==> config.mk <==
export PLATFORM = sky130hd
export DESIGN_NAME = spi_xfer_queue
export DESIGN_NICKNAME = d
export VERILOG_FILES = /design/src/rtl/spi_xfer_queue.sv
export SDC_FILE = /design/constraint.sdc
export NUM_CORES = 1
export LEC_CHECK = 0
export CORE_ASPECT_RATIO = 2
export CORE_MARGIN = 8
export CORE_UTILIZATION = 30
export DETAILED_ROUTE_END_ITERATION = 8
export PLACE_DENSITY = 0.46
export SLEW_MARGIN = 25
export SYNTH_ARGS = -nofsm -noshare
export SYNTH_HDL_FRONTEND = slang
export SYNTH_SLANG_ARGS = --single-unit
export TNS_END_PERCENT = 5
==> constraint.sdc <==
create_clock -name clk -period 2.3 [get_ports clk]
set_input_delay 0.23 -clock clk [delete_from_list [all_inputs] [get_ports clk]]
set_output_delay 0.23 -clock clk [all_outputs]
set_load 0.02 [all_outputs]
==> src/rtl/spi_xfer_queue.sv <==
// Buffered TX/RX byte queues in front of an SPI master.
// One master transfer per queued TX byte; each received byte lands in the RX queue.
module spi_xfer_queue #(
  parameter int unsigned WIDTH    = 8,
  parameter int unsigned DEPTH    = 4,
  parameter int unsigned GAP      = 2,
  parameter int unsigned BUSY_TMO = 4
) (
  input  logic                     clk,
  input  logic                     rst_n,
  input  logic                     in_valid,
  input  logic [WIDTH-1:0]         in_data,
  output logic                     in_ready,
  output logic                     out_valid,
  output logic [WIDTH-1:0]         out_data,
  input  logic                     out_ready,
  output logic [WIDTH-1:0]         m_tx_data,
  output logic                     m_start,
  input  logic                     m_busy,
  input  logic [WIDTH-1:0]         m_rx_data,
  output logic [$clog2(DEPTH):0]   tx_level,
  output logic [$clog2(DEPTH):0]   rx_level,
  output logic                     idle,
  output logic                     err_start,
  input  logic                     err_clr
);

  localparam int unsigned AW = $clog2(DEPTH);
  localparam logic [AW:0] P_ONE = (AW+1)'(1);
  localparam logic [AW:0] P_MSB = {1'b1, {AW{1'b0}}};
  localparam logic [3:0]  GAP_L = 4'(GAP);
  localparam logic [3:0]  TMO_L = 4'(BUSY_TMO);

  typedef enum logic [2:0] {
    S_IDLE,
    S_ISSUE,
    S_WAIT_BUSY,
    S_WAIT_DONE,
    S_CAPTURE
  } state_e;

  logic [WIDTH-1:0] tx_mem_q [DEPTH];
  logic [WIDTH-1:0] rx_mem_q [DEPTH];
  logic [AW:0]      tx_wp_q, tx_rp_q;
  logic [AW:0]      rx_wp_q, rx_rp_q;

  logic tx_empty, tx_full, tx_push, tx_pop;
  logic rx_empty, rx_full, rx_push, rx_pop;
  logic [WIDTH-1:0] tx_head;

  state_e           state_q, state_d;
  logic [WIDTH-1:0] tx_data_q, tx_data_d;
  logic [WIDTH-1:0] rx_hold_q, rx_hold_d;
  logic [3:0]       tmo_q, tmo_d;
  logic [3:0]       gap_q, gap_d;
  logic             err_q, err_d;

  assign tx_empty = (tx_wp_q == tx_rp_q);
  assign tx_full  = ((tx_wp_q ^ tx_rp_q) == P_MSB);
  assign rx_empty = (rx_wp_q == rx_rp_q);
  assign rx_full  = ((rx_wp_q ^ rx_rp_q) == P_MSB);

  assign in_ready  = !tx_full;
  assign out_valid = !rx_empty;
  assign tx_push   = in_valid && in_ready;
  assign rx_pop    = out_valid && out_ready;
  assign tx_level  = tx_wp_q - tx_rp_q;
  assign rx_level  = rx_wp_q - rx_rp_q;
  assign tx_head   = tx_mem_q[tx_rp_q[AW-1:0]];
  assign out_data  = rx_empty ? '0 : rx_mem_q[rx_rp_q[AW-1:0]];

  assign m_tx_data = tx_data_q;
  assign m_start   = (state_q == S_ISSUE);
  assign err_start = err_q;
  assign idle      = tx_empty && (state_q == S_IDLE) && (gap_q == 4'd0);

  always_ff @(posedge clk) begin
    if (tx_push) tx_mem_q[tx_wp_q[AW-1:0]] <= in_data;
    if (rx_push) rx_mem_q[rx_wp_q[AW-1:0]] <= rx_hold_q;
  end

  always_ff @(posedge clk or negedge rst_n) begin
    if (!rst_n) begin
      tx_wp_q <= '0;
      tx_rp_q <= '0;
      rx_wp_q <= '0;
      rx_rp_q <= '0;
    end else begin
      if (tx_push) tx_wp_q <= tx_wp_q + P_ONE;
      if (tx_pop)  tx_rp_q <= tx_rp_q + P_ONE;
      if (rx_push) rx_wp_q <= rx_wp_q + P_ONE;
      if (rx_pop)  rx_rp_q <= rx_rp_q + P_ONE;
    end
  end

  always_ff @(posedge clk or negedge rst_n) begin
    if (!rst_n) begin
      state_q   <= S_IDLE;
      tx_data_q <= '0;
      rx_hold_q <= '0;
      tmo_q     <= '0;
      gap_q     <= '0;
      err_q     <= 1'b0;
    end else begin
      state_q   <= state_d;
      tx_data_q <= tx_data_d;
      rx_hold_q <= rx_hold_d;
      tmo_q     <= tmo_d;
      gap_q     <= gap_d;
      err_q     <= err_d;
    end
  end

  always_comb begin
    state_d   = state_q;
    tx_data_d = tx_data_q;
    rx_hold_d = rx_hold_q;
    tmo_d     = tmo_q;
    gap_d     = (gap_q != 4'd0) ? gap_q - 4'd1 : gap_q;
    err_d     = err_clr ? 1'b0 : err_q;
    tx_pop    = 1'b0;
    rx_push   = 1'b0;
    unique case (state_q)
      S_IDLE: begin
        // Only issue with a free RX slot, so the capture can never overflow.
        if (!tx_empty && gap_q == 4'd0 && !rx_full) begin
          tx_data_d = tx_head;
          state_d   = S_ISSUE;
        end
      end
      S_ISSUE: begin
        tx_pop  = 1'b1;
        tmo_d   = 4'd1;
        state_d = S_WAIT_BUSY;
      end
      S_WAIT_BUSY: begin
        if (m_busy) begin
          state_d = S_WAIT_DONE;
        end else if (tmo_q == TMO_L) begin
          err_d   = 1'b1;
          gap_d   = GAP_L;
          state_d = S_IDLE;
        end else begin
          tmo_d = tmo_q + 4'd1;
        end
      end
      S_WAIT_DONE: begin
        if (!m_busy) begin
          rx_hold_d = m_rx_data;
          state_d   = S_CAPTURE;
        end
      end
      S_CAPTURE: begin
        rx_push = 1'b1;
        gap_d   = GAP_L;
        state_d = S_IDLE;
      end
      default: state_d = S_IDLE;
    endcase
  end

endmodule

==> out/results.txt <==
run status - finished, violations left
failing checks - hold timing
number of global-route vias before repair - 2713
worst-path maximum fanout - 4
DR pass1 iterations - 4
drt total wl - 8980 µm
Core Util, Final - 0.384
Pleak - 2.14 nW
R2R setup slack - 0.28 ns
switching portion of total power - 0.358
largest net degree at the start of global routing - 41
clock sink total - 104
unrepaired setup endpoints after global routing - no
Synth area leaders - edfxtp_1, dfrtp_1, mux4_2
Die H - 187 µm
DIE WIDTH - 102 µm
area delta synth->final - 24.9%
gr usage total - 0.103
final setup violation count - 0
area share of fa/ha/maj cells after synthesis - 0.0574
die footprint - 0.0191 mm²
hold slack - -0.0278 ns
syn avg cell area - 16.6 µm²
peak supply drop - 0.560 mV
GR Overflow Total - 0
ys flop type - edfxtp_1
post-layout net count - 373
number of flops mapped to enable cells by yosys - 64
total CTS buffers - 9
total negative slack - 0 ns
Avg WL per Cell - 17.0 µm
initial DRC count - 69
global-route wire length before repair - 14600 µm
Mapped Area - 0.00441 mm²
Worst-Margin Slew - 0.607 ns
max-slew violations - 0
core area - 0.0144 mm²
Rel. slew slack - 0.595
io pins - 49
post-synthesis sequential area ratio - 0.663
Worst Skew - 0.0104 ns
synth warn - 0
worst path required time - 2.07 ns
crit end category - output pin
Max Cap Viol - 0
initial antenna violation count - 0
Yosys cell types - 36
H-Tree Depth - 3
Synth Area in Compound Gates - 0.0102
Hold Path Class - in2async
cell taking the most area after synthesis - edfxtp_1
depth of the most critical reg-to-reg path - 7
Setup CP Type - reg2out
slowest cell on the critical path - dfrtp_1
Post-CTS Setup Bufs - 0
drt drc - 0
Final Hold Violating Endpoints - 37
Clk pwr share - 0.202
Synth Area in Simple Gates - 0.0804
Initial Util - 0.307
cell with the most instances after synthesis - edfxtp_1
DRT antenna net count - 0
dpl hpwl - 6480 µm
Net Count, Synth - 306
diodes inserted - 0
Row Count - 62
Sequential Power Share - 0.378
vias post-DR - 2346
Power Total - 7.76 mW
slowest stage delay, CP - 0.42 ns
largest family of logic cells by synthesized area - multiplexers
CTS clk-pin slew, worst paths - 0.08 ns
switching power - 2.78 mW
combinational power share - 0.420
f_max - 0.454 GHz
commonest cells in the netlist - edfxtp_1, dfrtp_1, ha_1, inv_1, mux2_2
Yosys top cell area share - 0.436
vias per cell - 4.43
CP startpoint kind - flop
fin crit period - 2.20 ns
IO Port Bufs - 48
final worst path period share - 0.958
arrival time at the worst endpoint - 1.97 ns
share of cells above drive strength 1 - 0.214
Synth Register Bits - 104
cell internal pwr - 4.99 mW
CP cell instances - inv_1 -> ha_1 -> fa_1 -> xnor2_1 -> clkdlybuf4s15_1
worst skew pair latency - 0.35 ns
hold-fix buffer count after cts - 0
Filler cells - 1364
ys async rst share - 0.385
xor/xnor share of the synthesized area - 0.0335
clock tree from TritonCTS - done
pwr dens - 1410 mW/mm²
placer congestion estimate - 0.698
post-synthesis cell count - 265
CTS Root Cell - clkbuf_16
clock buffer depth - 2
mux cell area share after synthesis - 0.135
-- repair_timing --
action,in CTS,in global routing
hold endpoints to repair,0,0
pin swaps,0,0
gates resized for setup,16,5
endpoints found under the setup margin,14,10
-- state kept, by name, summed over array words and instances, names as in the netlist --
| register | cells |
|---|---|
| m_tx_data | 8 |
| rx_rp_q | 3 |
| tmo_q | 4 |
| tx_rp_q | 3 |
| rx_mem_q | 32 |
| tx_mem_q | 32 |
| tx_wp_q | 3 |
| err_start | 1 |
| state_q | 3 |
| gap_q | 4 |
| rx_wp_q | 3 |
| rx_hold_q | 8 |
-- power groups by stage --
stage,combinational (mW),clock (mW),sequential (mW)
floorplan,2.03,0,2.96
global placement,3.44,0,2.95
detailed placement,3.47,0,2.98
CTS,3.32,1.62,2.95
global route,3.58,1.70,3.01
finish,3.26,1.57,2.94
-- kinds of logic after synthesis --
kind of cell | count (synthesis)
adder cells (fa/ha/maj) | 19
AO/OA/AOI/OAI | 8
flip-flops | 104
multiplexers | 37
XOR/XNOR | 16
buffers and inverters | 23
AND/OR/NAND/NOR | 58
-- metrics by stage --
stage / hold slack [ns] / cells / setup slack [ns] / cell area (µm²)
final: -0.0278 / 529 / 0.0976 / 5500
after global placement: 0.373 / 513 / 0.0968 / 5200
after detailed placement: 0.378 / 513 / 0.0812 / 5200
after floorplan: -0.0656 / 265 / 0.164 / 4410
after global routing: 0.0328 / 529 / 0.00727 / 5500
after CTS: 0.00315 / 529 / 0.0331 / 5500
-- worst paths after layout --
check | end | from
max | rx_level[2] | rx_wp_q[0]
min | rx_hold_q[4] | rst_n
max reg2reg | m_tx_data[4] | rx_wp_q[0]
min reg2reg | m_tx_data[5] | m_tx_data[5]
max in group asynchronous | rx_rp_q[1] | rst_n
min in group clk | err_start | err_clr
-- routing by layer --
metal	part of all wire	GRT usage	up-vias
li1	-	-	1094
met1	0.38	0.103	1192
met2	0.56	0.190	47
met3	0.044	0.0276	13
met4	0.017	0.0399	0
met5	0	0	-
-- critical path: cells and delay by family (launching register included) --
family | cells | cell delay (ns)
xor+xnor | 1 | 0.18
flops | 1 | 0.42
fa+ha+maj | 2 | 0.59
buf+inv | 2 | 0.44
-- area by class of cell --
| type | count | area [µm²] | share of cell area |
|---|---|---|---|
| multi-input cells | 138 | 1410 | 0.256 |
| flip-flops and latches | 104 | 2920 | 0.531 |
| clock inverters | 6 | 76.3 | 0.0139 |
| repair buffers | 62 | 564 | 0.103 |
| clock buffers | 10 | 229 | 0.0416 |
| inverters | 17 | 63.8 | 0.0116 |
| well taps | 192 | 240 | 0.0436 |
-- layout by cell type, fill, tap and decap left out, drive strengths merged --
master / n
edfxtp: 64
dfrtp: 40
clkdlybuf4s50: 33
inv: 20
mux2: 20
ha: 17
mux4: 16
buf: 15
and2: 12
dlygate4sd2: 12
nand2: 11
clkbuf: 11
xnor2: 10
nor2: 10
nand3: 7
xor2: 6
and3: 5
nand2b: 3
nor3: 3
a21oi: 3
o21ai: 3
fa: 2
clkinv: 2
nor4b: 2
nor3b: 2
nand3b: 1
or3: 1
a31oi: 1
a31o: 1
mux2i: 1
or3b: 1
bufinv: 1
clkdlybuf4s15: 1
(Power assumes the default switching activity.)
